### config.mk
export PLATFORM = sky130hd
export DESIGN_NAME = bit_serial_subtractor
export DESIGN_NICKNAME = d
export VERILOG_FILES = /design/src/rtl/bit_serial_subtractor_pkg.sv /design/src/rtl/bit_serial_subtractor_fs_1bit.sv /design/src/rtl/bit_serial_subtractor.sv
export SDC_FILE = /design/constraint.sdc
export NUM_CORES = 1
export LEC_CHECK = 0
export ABC_AREA = 1
export CAP_MARGIN = 20
export CELL_PAD_IN_SITES_DETAIL_PLACEMENT = 1
export CELL_PAD_IN_SITES_GLOBAL_PLACEMENT = 1
export CORE_MARGIN = 2
export CORE_UTILIZATION = 43
export DETAILED_ROUTE_END_ITERATION = 12
export PLACE_DENSITY = 0.81
export SLEW_MARGIN = 20
export SYNTH_ARGS = -nofsm -noshare
export SYNTH_HDL_FRONTEND = slang
export SYNTH_SLANG_ARGS = --single-unit
export TNS_END_PERCENT = 50
### constraint.sdc
create_clock -name clk -period 3.8 [get_ports clk]
set_input_delay 1.14 -clock clk [delete_from_list [all_inputs] [get_ports clk]]
set_output_delay 1.14 -clock clk [all_outputs]
set_load 0.05 [all_outputs]
### src/rtl/bit_serial_subtractor_pkg.sv
// Shared constants for the bit-serial subtractor: FSM state encodings and default width.
package bit_serial_subtractor_pkg;

  localparam int DEFAULT_WIDTH = 8;

  typedef enum logic [1:0] {
    IDLE  = 2'd0,
    SHIFT = 2'd1,
    DONE  = 2'd2
  } state_e;

endpackage

### src/rtl/bit_serial_subtractor_fs_1bit.sv
// One-bit full subtractor cell: d = a - b - bin, with borrow-out.
module fs_1bit (
  input  logic a,
  input  logic b,
  input  logic bin,
  output logic d,
  output logic bout
);

  assign d    = a ^ b ^ bin;
  assign bout = (~a & b) | (~(a ^ b) & bin);

endmodule

### src/rtl/bit_serial_subtractor.sv
// Bit-serial unsigned subtractor: computes a-b LSB-first, one bit per clock, through a single
// full-subtractor cell. Result and final borrow are registered on the last bit's edge.
//
// state | meaning
// IDLE  | waiting for start; diff/borrow hold the last result
// SHIFT | one bit pair processed per edge, WIDTH edges total
// DONE  | one-cycle result-valid pulse; start here begins the next op directly
module bit_serial_subtractor
  import bit_serial_subtractor_pkg::*;
#(
  parameter int WIDTH = DEFAULT_WIDTH
) (
  input  logic             clk,
  input  logic             rst,
  input  logic             start,
  input  logic [WIDTH-1:0] a,
  input  logic [WIDTH-1:0] b,
  output logic             busy,
  output logic             done,
  output logic [WIDTH-1:0] diff,
  output logic             borrow
);

  localparam int CW = (WIDTH > 1) ? $clog2(WIDTH) : 1;
  localparam logic [CW-1:0] LAST_BIT = CW'(WIDTH - 1);

  state_e           state_q, state_d;
  logic [WIDTH-1:0] a_q, a_d;
  logic [WIDTH-1:0] b_q, b_d;
  logic [WIDTH-1:0] res_q, res_d;
  logic [WIDTH-1:0] diff_q, diff_d;
  logic             bin_q, bin_d;
  logic             borrow_q, borrow_d;
  logic [CW-1:0]    cnt_q, cnt_d;
  logic             d_bit;
  logic             bout_bit;

  fs_1bit u_fs (
    .a    (a_q[0]),
    .b    (b_q[0]),
    .bin  (bin_q),
    .d    (d_bit),
    .bout (bout_bit)
  );

  always_comb begin
    state_d  = state_q;
    a_d      = a_q;
    b_d      = b_q;
    res_d    = res_q;
    diff_d   = diff_q;
    bin_d    = bin_q;
    borrow_d = borrow_q;
    cnt_d    = cnt_q;

    case (state_q)
      IDLE, DONE: begin
        if (start) begin
          a_d     = a;
          b_d     = b;
          bin_d   = 1'b0;
          cnt_d   = '0;
          state_d = SHIFT;
        end else begin
          state_d = IDLE;
        end
      end

      SHIFT: begin
        a_d   = a_q >> 1;
        b_d   = b_q >> 1;
        res_d = {d_bit, res_q[WIDTH-1:1]};
        bin_d = bout_bit;
        if (cnt_q == LAST_BIT) begin
          // Final bit: publish the completed word straight from the shifter input.
          diff_d   = {d_bit, res_q[WIDTH-1:1]};
          borrow_d = bout_bit;
          state_d  = DONE;
        end else begin
          cnt_d = cnt_q + 1'b1;
        end
      end

      default: state_d = IDLE;
    endcase
  end

  always_ff @(posedge clk or posedge rst) begin
    if (rst) begin
      state_q  <= IDLE;
      a_q      <= '0;
      b_q      <= '0;
      res_q    <= '0;
      diff_q   <= '0;
      bin_q    <= 1'b0;
      borrow_q <= 1'b0;
      cnt_q    <= '0;
    end else begin
      state_q  <= state_d;
      a_q      <= a_d;
      b_q      <= b_d;
      res_q    <= res_d;
      diff_q   <= diff_d;
      bin_q    <= bin_d;
      borrow_q <= borrow_d;
      cnt_q    <= cnt_d;
    end
  end

  assign busy   = (state_q == SHIFT);
  assign done   = (state_q == DONE);
  assign diff   = diff_q;
  assign borrow = borrow_q;

endmodule

# Yosys cells after proc, flatten, opt, wreduce, memory -nomap -nowiden
# Cells that the tools add are included.
# W data, S select, Z words.
# word_totals
register_bits	39
latchBits	0
ramBits	0
romBits	0
input_bits	19
output_inout_bits	11
word_cells	40
memories	0
# op_classes
n_addsub	1
n_mul	0
div	0
magnitude_cmp	0
n_eq_ne	6
n_shift	0
n_mux	12
n_bitwise	7
reduce_logical	6
# ops
operator	count
$pmux W8 S2	2
$mux W8	2
$mux W3	2
$pmux W3 S2	1
$ne A2 B2 Y1 const B	2
$pmux W2 S2	1
$reduce_and A2 Y1	2
$add A3 B1 Y3 const B	1
$eq A3 B3 Y1 const B	1
$reduce_and A3 Y1	1
$and A1 B1 Y1	2
$eq A2 B1 Y1 const B	1
$eq A2 B2 Y1 const B	1
$logic_not A2 Y1	1
$mux W1	2
$mux W2	1
$ne A2 B1 Y1 const B	1
$not A1 Y1	2
$pmux W1 S2	1
$reduce_bool A2 Y1	1
$reduce_or A2 Y1	1
$xor A1 B1 Y1	2
$or A1 B1 Y1	1

# Longest topological paths before layout
# depth
ltp_word	5
mapped_depth	8
ltp_nobuf	6

# Cells and area by module
# Synthesis repeated with hierarchy kept, for this count alone.
# hier_totals
hier_cells	224
hier_area_um2	1865.5
# by_module_without_submodules
mod	instances	cells_per_inst	area_each_um2	seq_area_each_um2
bit_serial_subtractor	1	220	1834.3	950.9
fs_1bit	1	4	31.3	0.0

# Worst setup path after synthesis
# No wires, ideal clock.
# synth_path
path_kind	flip-flop to output port
startpoint	reg state_q[0]
endpoint	out done
arrival_time_ns	1.319
required_time_ns	2.660
path_slack_ns	1.341
stages_incl_launch_ff	4
n_path_buf	2
path_cell_list	dfrtp_1 -> buf_6 -> buf_2 -> nor2_1
# synth_between
elab_chain_len	1
# synth_rtl
item	line	source
from (decl)	bit_serial_subtractor.sv:27	state_e state_q, state_d;
from (signal assigned)	bit_serial_subtractor.sv:99	state_q <= state_d;
$eq A2 B2 Y1	bit_serial_subtractor.sv:111	assign done = (state_q == DONE);
to (decl)	bit_serial_subtractor.sv:19	output logic done,
# No other way between the ends.

# Final worst setup path
# Ends and elaborated chain as after synthesis.

==> summary by stage <==
Cells and area
0 antenna diodes ended up in the layout. Measured on the finished design, the core utilization comes to 0.5298. The finished layout holds about 300 standard cells, fillers aside. In the final layout, the share of cells above drive strength 1 is 0.1514. The multi-input combinational cells in the finished layout cover a total of between 600 and 700 µm². The number of filler cells placed in the layout is approximately 540. After the last flow step, the layout net total stands at ~270. The sequential cells in the finished layout cover a total of around 950 µm². The area growth from synthesis to final layout is 19.28%.

Synth
The number of different library cells used by synthesis comes to 20. The fraction of registers with async set or reset after synthesis is 1.000. The post-synthesis cell count is 221. The most used flip-flop cell after synthesis is sky130_fd_sc_hd__dfrtp_1. The share of the Yosys chip area taken by registers is 0.4951. Yosys mapped a number of flops with a built-in enable equal to 0. After synthesis, the mean cell area works out to just under 9 µm². Of all cell types, the one taking the most synthesized area is sky130_fd_sc_hd__dfrtp_1. The warning count from the yosys run is 0. After synthesis the netlist holds a flip-flop and latch count of 38. The net count after synthesis is 243. In this run the cell area of the synthesized design comes to ~0.0019 mm². Of the post-synthesis cell area, the dominant cell type holds 0.4951. Sorting the synthesized cells by area gives the leading types as sky130_fd_sc_hd__dfrtp_1, sky130_fd_sc_hd__nand2_1, sky130_fd_sc_hd__inv_1.

CTS
The root buffer selected by CTS is sky130_fd_sc_hd__clkbuf_8. The hold buffer count at cts is 0. The CTS sink count is 38. The clock latency reported for the late side of the worst-skew pair is about 0.30 ns. Counting the buffers created by CTS gives 5.

The clock-pin slew on the worst setup and hold paths is 0.08 ns. The clock tree buffer depth is 2. In this run the post-CTS setup repair buffer count came out at 0. TritonCTS built the clock tree. The number of levels in the clock H-tree is 2. The post-cts repair resize count is 0.

STA
The number of max-slew violations in the final report came to 0. Setup repair after global routing left no endpoint under its margin. Clock skew on the completed layout was measured at around 0.0074 ns.

Setup violations remaining at the end of the flow were counted as 0. The sum of negative setup slack is 0 ns. Headroom to the max-slew limit came out at 0.6671.

The tightest hold path in the finished design has a slack of 0.4857 ns. The transition at the pin with the smallest max-transition slack is 0.4978 ns. The routed design could run at a clock period as short as between 3 and 4 ns. The final worst-path cycle share is 0.7898.

The final hold violation count is 0. Based on the critical path, the design can be clocked at up to about 330 MHz.

Pwr
Summed over all nets, the switching power comes to around 930 µW. VDD sags by at most about 350 µV. In this run the static leakage power is approximately 1.2 nW. The share of total power dissipated in sequential elements is 0.346. The cell-internal power is ~1.1 mW. The total power divided by cell area is between 800 and 900 mW/mm². The fraction of power spent switching nets is 0.4587. The part of the total power dissipated in combinational logic is 0.508. The fraction of power consumed by the clock network is 0.146.

Global routing
Entering global routing, the biggest net connects 39 pins. The met1 routing resource usage after global routing is 0.2234. Across every metal layer, demand over resource in global routing totals 0.1777. The most heavily used metal layer in global routing is met2. The met2 track demand over resource is 0.2939.

In the global route stage, met3 resource usage came out at 0.05128. The number of antenna violations at the first check in global routing was 0. The first global-routing pass estimated approximately 7000 µm of wire. The residual overflow from global routing is 0. The via count of the first global-routing pass is around 1,500.

Setup path
The slowest stage of the critical path belongs to the cell sky130_fd_sc_hd__clkdlybuf4s50_1. The startpoint type of the worst setup path is a flop. The biggest fanout along the worst timing path is 17.

The sort of element at the end of the critical path is an output pin. The critical path goes through buf_4 -> nor2_1 -> clkdlybuf4s50_1. At the worst endpoint, the required time is about 2.7 ns. The count of buffer and inverter cells on the critical path is 2.

The largest single stage delay on the critical path is between 0.8 and 0.9 ns. The type of the setup path with the least slack is reg -> out. The cell family contributing the most delay on the critical path is buffers and inverters. The arrival time of data at the critical path endpoint is roughly 1.9 ns.

Die
The floorplan step set the die height to approximately 70 µm. The floorplan has 24 rows. The chip width is ~70 µm. The floorplan core area is 0.004324 mm². The floorplan die area is 0.005017 mm². The starting utilization of the core area is 0.4442. 30 I/O pins were placed.

Route
Dividing the detail-routed wire length by the instance count gives about 13 µm. The initial DRC count is 73. The routed design has approximately 3900 µm of wire. The number of vias per cell is 4.630. The number of design rule violations left after detail routing is 0.

The detailed-route via count is 1,403. The first TritonRoute pass finished after 4 iterations. Once detail routing completed, the nets flagged for antenna violations numbered 0.

Run
Across the run, the number of max-cap violations was 0.

Placement
In this run, placement finished with an instance count of 295. Once detailed placement completed, the half-perimeter wirelength came to ~2700 µm. At the end of routability-driven placement, the weighted congestion stood at roughly 0.74.

Buffers placed on the I/O ports in this run total 29.

Outcome
The flow ran to the end, and the final reports show no timing, DRC or antenna violations.

Hold path
The worst hold path belongs to the class reg -> reg.
final cells by class:
class                      count  share of cell area
clock buffer                   6             0.03605
timing repair buffer          31              0.1333
multi-input combinational    129              0.3048
sequential                    38              0.4151
inverter                      45             0.07701
tap                           52             0.02840
clock inverter                 2            0.005461
cell usage after synthesis (2+ instances only):
master / instances
sky130_fd_sc_hd__dfrtp_1: 38
sky130_fd_sc_hd__nand2_2: 6
sky130_fd_sc_hd__inv_1: 42
sky130_fd_sc_hd__o21ai_0: 10
sky130_fd_sc_hd__nand2_4: 4
sky130_fd_sc_hd__o21ai_2: 8
sky130_fd_sc_hd__buf_2: 3
sky130_fd_sc_hd__buf_6: 4
sky130_fd_sc_hd__nand3_1: 25
sky130_fd_sc_hd__nand3_2: 6
sky130_fd_sc_hd__nand2_1: 63
sky130_fd_sc_hd__ha_1: 2
sky130_fd_sc_hd__inv_4: 3
sequential cells by signal (all words and copies together), names as in the netlist:
register and count:
res_q 7, borrow 1, diff 8, bin_q 1, cnt_q 3, state_q 2, a_q 8, b_q 8
final timing paths:
path                             from        to  slack, ns  cells past startpoint
min in group asynchronous         rst  cnt_q[1]       1.27                      3
setup reg to reg           state_q[0]    a_q[1]       2.20                      6
hold reg to reg               diff[3]   diff[3]       0.49                      2
setup / recovery           state_q[0]      done       0.80                      3
max in group asynchronous         rst    b_q[3]       2.19                      3
hold / removal                diff[3]   diff[3]       0.49                      2
power groups by stage:
stage | sequential [mW] | clock (mW) | combinational [mW]
6_report | 0.700 | 0.294 | 1.03
5_1_grt | 0.724 | 0.319 | 1.17
4_1_cts | 0.702 | 0.302 | 1.04
3_5_place_dp | 0.708 | 0 | 1.04
3_3_place_gp | 0.698 | 0 | 0.999
2_1_floorplan | 0.832 | 0 | 0.708
metrics by stage:
step	instance area, µm²	power [mW]	setup slack, ns
finish	2291	2.021	0.7987
global route	2291	2.212	0.7091
CTS	2291	2.049	0.7884
detailed placement	2196	1.746	1.127
global placement	2196	1.697	1.130
floorplan	1921	1.541	1.341
kinds of logic (layout without fill, tap and decap cells):
kind of cell	Yosys count	in the layout	share of synthesized area
DFF	38	38	0.4951
and+or+nand+nor	108	108	0.2775
adders and majority gates	3	3	0.02345
buffers and inverters	54	84	0.1414
AOI/OAI and AO/OA	18	18	0.06254
layer usage:
metal	vias to the layer above	wire, µm
li1	722	-
met1	658	1796
met2	18	1889
met3	5	124
met4	0	62
met5	-	0
layout by cell type, fill, tap and decap left out:
master and instances:
sky130_fd_sc_hd__inv_1 42, sky130_fd_sc_hd__buf_4 2, sky130_fd_sc_hd__clkdlybuf4s50_1 29, sky130_fd_sc_hd__o21ai_0 10
sky130_fd_sc_hd__nand2_1 63, sky130_fd_sc_hd__or2_1 1, sky130_fd_sc_hd__nand3_2 6, sky130_fd_sc_hd__ha_1 2
sky130_fd_sc_hd__nand3b_1 1, sky130_fd_sc_hd__fa_1 1, sky130_fd_sc_hd__nor2_4 1, sky130_fd_sc_hd__nand2_2 6
sky130_fd_sc_hd__o21ai_2 8, sky130_fd_sc_hd__nor2_1 1, sky130_fd_sc_hd__inv_4 3, sky130_fd_sc_hd__clkbuf_8 6
sky130_fd_sc_hd__clkinvlp_4 1, sky130_fd_sc_hd__nand2_4 4, sky130_fd_sc_hd__nand3_1 25, sky130_fd_sc_hd__clkinv_2 1
sky130_fd_sc_hd__dfrtp_1 38
worst min-delay path, delay by kind of cell, from the launching register on:
kind	cells	cell delay, ns
flip-flops	1	0.35
AND/OR/NAND/NOR	1	0.06
AO/OA/AOI/OAI	1	0.05
Power figures use the tool's default switching activity.
